## src/rtl/reel_spin_sequencer.sv

```systemverilog
// Slot-machine reel sequencer: spins NUM_REELS reels on video frame ticks and
// brings them to rest, in index order, on target symbols latched at spin start.
module reel_spin_sequencer #(
  parameter int NUM_REELS       = 3,
  parameter int SYM_BITS        = 3,
  parameter int NUM_SYMBOLS     = 8,
  parameter int MIN_SPIN_FRAMES = 60,
  parameter int STAGGER_FRAMES  = 30,
  parameter int FRAMES_PER_STEP = 2
) (
  input  logic                          clk,
  input  logic                          reset_n,
  input  logic                          frame_tick,
  input  logic                          start_spin,
  input  logic [NUM_REELS*SYM_BITS-1:0] final_sprites,
  output logic [NUM_REELS*SYM_BITS-1:0] reel_pos,
  output logic [NUM_REELS-1:0]          reel_spinning,
  output logic                          busy,
  output logic                          done
);

  localparam int MAX_THRESH = MIN_SPIN_FRAMES + (NUM_REELS - 1) * STAGGER_FRAMES;
  localparam int FRAME_W    = $clog2(MAX_THRESH + 2);
  localparam int STEP_W     = (FRAMES_PER_STEP > 1) ? $clog2(FRAMES_PER_STEP) : 1;

  localparam logic [SYM_BITS-1:0] LAST_SYM  = SYM_BITS'(NUM_SYMBOLS - 1);
  localparam logic [SYM_BITS:0]   SYM_LIMIT = (SYM_BITS + 1)'(NUM_SYMBOLS);
  localparam logic [STEP_W-1:0]   STEP_LAST = STEP_W'(FRAMES_PER_STEP - 1);
  localparam logic [FRAME_W-1:0]  FRAME_MAX = '1;

  typedef enum logic [1:0] {
    IDLE = 2'd0,
    SPIN = 2'd1,
    DONE = 2'd2
  } state_t;

  state_t               r_state;
  state_t               w_state_next;
  logic                 r_start_prev;
  logic                 w_start_edge;
  logic [FRAME_W-1:0]   r_frame_cnt;
  logic [STEP_W-1:0]    r_step_cnt;
  logic                 w_step;
  logic [NUM_REELS-1:0] r_spinning;
  logic                 r_busy;
  logic                 r_done;
  logic [SYM_BITS-1:0]  r_pos     [NUM_REELS];
  logic [SYM_BITS-1:0]  r_target  [NUM_REELS];
  logic [SYM_BITS-1:0]  w_clamped [NUM_REELS];
  logic [SYM_BITS-1:0]  w_pos_inc [NUM_REELS];
  logic [NUM_REELS-1:0] w_stop;
  logic [NUM_REELS-1:0] w_adv;

  assign w_start_edge = start_spin & ~r_start_prev;
  assign w_step       = (r_state == SPIN) && frame_tick && (r_step_cnt == STEP_LAST);

  // Eligibility looks at the left neighbour's registered state, so at most one
  // reel can come to rest per step and they always stop left to right.
  for (genvar i = 0; i < NUM_REELS; i++) begin : g_reel
    localparam logic [FRAME_W-1:0] THRESH = FRAME_W'(MIN_SPIN_FRAMES + i * STAGGER_FRAMES);
    logic [SYM_BITS-1:0] w_raw;
    logic                w_prev_stopped;
    logic                w_eligible;

    assign w_raw = final_sprites[i*SYM_BITS +: SYM_BITS];
    // Compare one bit wider so NUM_SYMBOLS == 2**SYM_BITS never clamps.
    assign w_clamped[i] = ({1'b0, w_raw} >= SYM_LIMIT) ? LAST_SYM : w_raw;

    if (i == 0) begin : g_first
      assign w_prev_stopped = 1'b1;
    end else begin : g_rest
      assign w_prev_stopped = ~r_spinning[i-1];
    end

    assign w_eligible   = (r_frame_cnt >= THRESH) && w_prev_stopped;
    assign w_stop[i]    = w_step && r_spinning[i] && w_eligible && (r_pos[i] == r_target[i]);
    assign w_adv[i]     = w_step && r_spinning[i] && !w_stop[i];
    assign w_pos_inc[i] = (r_pos[i] == LAST_SYM) ? '0 : r_pos[i] + SYM_BITS'(1);

    assign reel_pos[i*SYM_BITS +: SYM_BITS] = r_pos[i];
  end

  always_comb begin
    w_state_next = r_state;
    unique case (r_state)
      IDLE:    if (w_start_edge) w_state_next = SPIN;
      SPIN:    if (r_spinning == '0) w_state_next = DONE;
      DONE:    w_state_next = IDLE;
      default: w_state_next = IDLE;
    endcase
  end

  always_ff @(posedge clk or negedge reset_n) begin
    if (!reset_n) r_state <= IDLE;
    else          r_state <= w_state_next;
  end

  always_ff @(posedge clk or negedge reset_n) begin
    if (!reset_n) begin
      // NOTE: previous start level resets high so a request held through reset is not an edge.
      r_start_prev <= 1'b1;
      r_frame_cnt  <= '0;
      r_step_cnt   <= '0;
      r_spinning   <= '0;
      r_busy       <= 1'b0;
      r_done       <= 1'b0;
      for (int i = 0; i < NUM_REELS; i++) begin
        r_pos[i]    <= '0;
        r_target[i] <= '0;
      end
    end else begin
      r_start_prev <= start_spin;
      r_busy       <= (w_state_next != IDLE);
      r_done       <= (w_state_next == DONE);

      if ((r_state == IDLE) && w_start_edge) begin
        r_frame_cnt <= '0;
        r_step_cnt  <= '0;
        r_spinning  <= '1;
        for (int i = 0; i < NUM_REELS; i++) r_target[i] <= w_clamped[i];
      end else if ((r_state == SPIN) && frame_tick) begin
        r_step_cnt <= (r_step_cnt == STEP_LAST) ? '0 : r_step_cnt + STEP_W'(1);
        if (r_frame_cnt != FRAME_MAX) r_frame_cnt <= r_frame_cnt + FRAME_W'(1);
        for (int i = 0; i < NUM_REELS; i++) begin
          if (w_stop[i]) r_spinning[i] <= 1'b0;
          if (w_adv[i])  r_pos[i]      <= w_pos_inc[i];
        end
      end
    end
  end

  assign reel_spinning = r_spinning;
  assign busy          = r_busy;
  assign done          = r_done;

endmodule

```

## config.mk

```make
export PLATFORM = sky130hd
export DESIGN_NAME = reel_spin_sequencer
export DESIGN_NICKNAME = d
export VERILOG_FILES = /design/src/rtl/reel_spin_sequencer.sv
export SDC_FILE = /design/constraint.sdc
export NUM_CORES = 1
export LEC_CHECK = 0
export ABC_CLOCK_PERIOD_IN_PS = 2200
export BUFFER_PORTS_ARGS = -buffer_cell sky130_fd_sc_hd__buf_2
export CORE_MARGIN = 3
export CORE_UTILIZATION = 55
export CTS_CLUSTER_SIZE = 14
export DETAILED_ROUTE_END_ITERATION = 8
export GPL_ROUTABILITY_DRIVEN = 0
export GPL_TIMING_DRIVEN = 0
export HOLD_SLACK_MARGIN = 0.15
export PLACE_DENSITY = 0.84
export SLEW_MARGIN = 0
export SYNTH_ARGS = -nofsm -noshare
export SYNTH_HDL_FRONTEND = slang
export SYNTH_SLANG_ARGS = --single-unit
```

## constraint.sdc

```tcl
create_clock -name clk -period 2.2 [get_ports clk]
set_input_delay 0.11 -clock clk [delete_from_list [all_inputs] [get_ports clk]]
set_output_delay 0.11 -clock clk [all_outputs]
set_load 0.01 [all_outputs]
```

# [After elaboration in Yosys (flattened, before gate mapping)]
# Index checks and enable logic that the tools add are counted.
[word_totals] word_cells=89 reg_bits=34 output_inout_bits=14
[classes] magnitude_cmp=3 bitwise=5 n_addsub=5 muxes=17 n_reduce_logical=35 n_eq_ne=9
[ops] cell="2-to-1 mux 7 bit" n=3
[ops] cell="logical AND 1 bit" n=17
[ops] cell="2-to-1 mux 3 bit" n=5
[ops] cell="greater-or-equal comparator 7 bit, second input constant" n=2
[ops] cell="nonzero test 2 bit" n=6
[ops] cell="adder 3 x 1 -> 3 bit, second input constant" n=3
[ops] cell="== test 3 bit" n=3
[ops] cell="== test 3 bit, second input constant" n=3
[ops] cell="AND reduction 3 bit" n=3
[ops] cell="AND reduction 2 bit" n=4
[ops] cell="adder 7 x 1 -> 7 bit, second input constant" n=1
[ops] cell="greater-or-equal comparator 7 x 6 -> 1 bit, second input constant" n=1
[ops] cell="!= test 7 bit, second input constant" n=1
[ops] cell="2-to-1 mux 1 bit" n=6
[ops] cell="2-to-1 mux 2 bit" n=2
[ops] cell="inverter 1 bit" n=4
[ops] cell="case mux 2 bit (2 select lines)" n=1
[ops] cell="zero test 1 bit" n=3
[ops] cell="zero test 3 bit" n=1
[ops] cell="== test 2 x 1 -> 1 bit, second input constant" n=1
[ops] cell="== test 2 bit, second input constant" n=1
[ops] cell="zero test 2 bit" n=1
[ops] cell="adder 1 bit, second input constant" n=1
[ops] cell="bitwise AND 1 bit" n=1

# [Longest topological paths before layout]
[depth] depth_word=9 ltp_mapped=5 ltp_nobuf=5

# [Worst setup path before layout]
# Ideal clock, no wire load.
[synth_path] path_type="reg2reg" start="register r_state[1]" end="register r_target[2] (netlist bit)" path_buffers=2 stages_incl_launch_ff=6 setup_ns=0.117 t_arrival_ns=1.420 slack_ns=0.663 required_time_ns=2.083 cell_sequence="dfrtp_1 > or4b_2 > clkbuf_1 > buf_2 > nand2_1 > nand2_1"
[synth_via] elab_chain_cells=2
[synth_lines] item="start, declared" line_no="37" source="state_t r_state;"
[synth_lines] item="start signal, assigned" line_no="95" source="else r_state <= w_state_next;"
[synth_lines] item="zero test 2 bit" line_no="116" source="if ((r_state == IDLE) && w_start_edge) begin"
[synth_lines] item="logical AND 1 bit" line_no="116"
[synth_lines] item="end signal, assigned by index" line_no="109" source="r_target[i] <= '0;"
[synth_lines] item="end, declared" line_no="48" source="logic [SYM_BITS-1:0] r_target [NUM_REELS];"
# No other way between the ends.
# A chain may end at the register's enable or synchronous reset.

# [Worst setup path in the final report]
[layout_path] start="register r_state[1]" end="register r_frame_cnt[4]"
[layout_via] elab_chain_cells=4 elab_cells_between_ends=8 cone_classes="1 x eq/ne; 1 x mux; 6 x reduce/logical"
[layout_lines] item="== test 2 x 1 -> 1 bit / zero test 2 bit (equally long branches)" line_no="121, 116"
[layout_lines] item="logical AND 1 bit, on equally long branches" line_no="121, 116"
[layout_lines] item="nonzero test 2 bit (no line)"
[layout_lines] item="AND reduction 2 bit (no line)"
[layout_lines] item="end signal, assigned" line_no="123" source="if (r_frame_cnt != FRAME_MAX) r_frame_cnt <= r_frame_cnt + FRAME_W'(1);"
[layout_lines] item="end, declared" line_no="41" source="logic [FRAME_W-1:0] r_frame_cnt;"
# Several ways; a longest one is shown, not always the timed one.

==> flow_metrics.tcl <==
set metrics [dict create \
    setup_slack_ns 0.245 \
    rrSetupSlack_ns 0.24 \
    timing.hold.ws_ns 0.381 \
    finalCriticalPeriod_ns 1.96 \
    dp_hpwl_um 2490 \
    cts_setup_buffers 0 \
    p_per_area_nw_per_um2 1270 \
    cts_buffer_depth 2 \
    ant_nets 0 \
    nFillCells 197 \
    initial_core_util_pct 59.0 \
    rsz0062_at_grt "false" \
    worstRegToRegCells 3 \
    max-vdd-ir-drop_mv 0.814 \
    final_cell_mix "nand2_1, dfrtp_1, buf_2" \
    ioPinCount 27 \
    fmax_ghz 0.511 \
    synth-edff-count 0 \
    finalCritPeriodShare_pct 88.9 \
    pre_cts_ws_ns 0.264 \
    status "complete, no violations" \
    finalClockSkew_ns 0.00554 \
    firstDrtPassIters 4 \
    rows 19 \
    critPathRequiredTime_ns 2.40 \
    cts_buffers 5 \
    root_buffer "clkbuf_4" \
    grt_pass1_wl_um 6220 \
    critPathKind "reg -> reg" \
    drc 0 \
    drv_cap 0 \
    worstSkewPairLatency_ns 0.33 \
    synth_warnings 0 \
    grt_max_degree 35 \
    cpMaxStageDelayCell "nor4b_2" \
    wire_per_inst_um 16.0 \
    grt_overflow_total 0 \
    syn_avg_cell_area_sq_um 10.7 \
    arrival_ns 2.15 \
    clk_pin_slew_ns 0.10 \
    relSlewSlack_pct 40.8 \
    setup_viol 0 \
    multiInputGateArea_sq_um 778 \
    viasPerCell 5.77 \
    ys_types 36 \
    synth-seq-area-share_pct 51.0 \
    worstPathMaxFanout 10 \
    dieArea_sq_um 3730 \
    n_antenna_cell 0 \
    cts_resized 0 \
    grtUsageTotal_pct 23.5 \
    area_delta_synth_final_pct 21.8 \
    grt_pass1_vias 1365 \
    die_h_um 61.1 \
    synth-seq-cells 34 \
    setup_tns_ns 0 \
    final_nets 222 \
    crit_path_max_incr_delay_ns 0.79 \
    worstPathCellList "nor4b_2 -> clkbuf_1 -> nor2_1" \
    num_vias 1345 \
    drtIter0Drc 46 \
    clock-sinks 34 \
    wirelength_um 3720 \
    ctsHoldBuffers 12 \
    slew_violations 0 \
    htree_num_levels 2 \
    crit_start "r_state[1]$_DFF_PN0_" \
    r2r-start "r_state[1]$_DFF_PN0_" \
    ys.flop_type "dfrtp_1" \
    synthArstFlopShare_pct 100 \
    port_buffers 26 \
    finalHoldViolCount 0 \
    syn_area_sq_um 1670 \
    core_sq_um 2830 \
    min_path_type "in -> async" \
    die_w_um 61.1 \
    syn-instance-count 156 \
    leakagePower_nw 0.960 \
    grt_antenna_before_repair 0 \
    drive_above_1_share_pct 24.8 \
    reg2reg_to "r_frame_cnt[4]$_DFFE_PN0P_" \
    synth_nets 177 \
    critPathLaunchType "flop" \
    worst_pin_slew_ns 0.886 \
    cts_tree "yes" \
    ff_latch_area_sq_um 852 \
    endpoint_kind "flop" \
]
## critical path: cells and delay by family, from the launching register on
family,cells,cell delay (ns)
flops,1,0.43
simple gates,2,0.91
buf+inv,1,0.48
## sequential cells by signal, summed over array words and instances (netlist names)
signal         cells
r_target           9
reel_pos           9
r_frame_cnt        7
reel_spinning      3
r_state            2
busy               1
done               1
r_start_prev       1
r_step_cnt         1
## logic make-up after synthesis
| logic type | synth area share [%] |
|---|---|
| AO/OA/AOI/OAI | 9.44 |
| XOR/XNOR | 6.29 |
| adder cells (fa/ha/maj) | 5.99 |
| buffers and inverters | 2.40 |
| flip-flops | 51.0 |
| multiplexers | 5.99 |
| AND/OR/NAND/NOR | 18.9 |
## routing by layer
metal	part of all wire (%)	track usage, %	up-vias
met5	0	0	-
met4	2.2	12.1	0
met3	4.5	5.24	9
met2	54	41.8	37
met1	39	26.1	675
li1	-	-	624
## through the flow
step           cells  total power [mW]  cell area [sq um]  util, %
2_1_floorplan    156              1.78               1670        -
3_3_place_gp     213              2.01               1840     65.0
3_5_place_dp     213              2.12               1840     65.0
4_1_cts          233              2.60               2030     71.9
5_1_grt          233              2.79               2030     71.9
6_report         233              2.58               2030     71.9
## area by class of cell
type	instances	share of cell area, %
Clock buffer	7	2.21
Buffer	4	0.861
Multi-Input combinational cell	112	38.3
Tap cell	31	1.91
Inverter	6	1.11
Clock inverter	1	1.48
Sequential cell	34	41.9
Timing Repair Buffer	38	12.3
## Yosys cell counts (3+ instances only)
master / n / area, sq um
nand2_1: 33 / 124
nor2_1: 11 / 41.3
nor2b_1: 3 / 18.8
inv_1: 6 / 22.5
o21ai_0: 6 / 30.0
ha_1: 8 / 100
mux2_2: 6 / 67.6
xnor2_1: 4 / 35.0
dfrtp_1: 33 / 826
xor2_1: 8 / 70.1
nand3_1: 5 / 25.0
## worst max path at each step
stage	endpoint	slack, ns	depth (start not counted)
floorplan	r_target[2]$_DFFE_PN0P_	0.66	5
global placement	r_target[2]$_DFFE_PN0P_	0.34	4
detailed placement	r_target[6]$_DFFE_PN0P_	0.26	4
CTS	r_frame_cnt[4]$_DFFE_PN0P_	0.22	3
global route	r_target[2]$_DFFE_PN0P_	0.10	4
finish	r_frame_cnt[4]$_DFFE_PN0P_	0.24	3
## where the power goes
group,leakage [nW],switching (mW),internal (mW)
Combinational,0.511,0.503,0.459
Sequential,0.409,0.299,0.876
Clock,0.0395,0.206,0.241
Power figures use the tool's default switching activity.
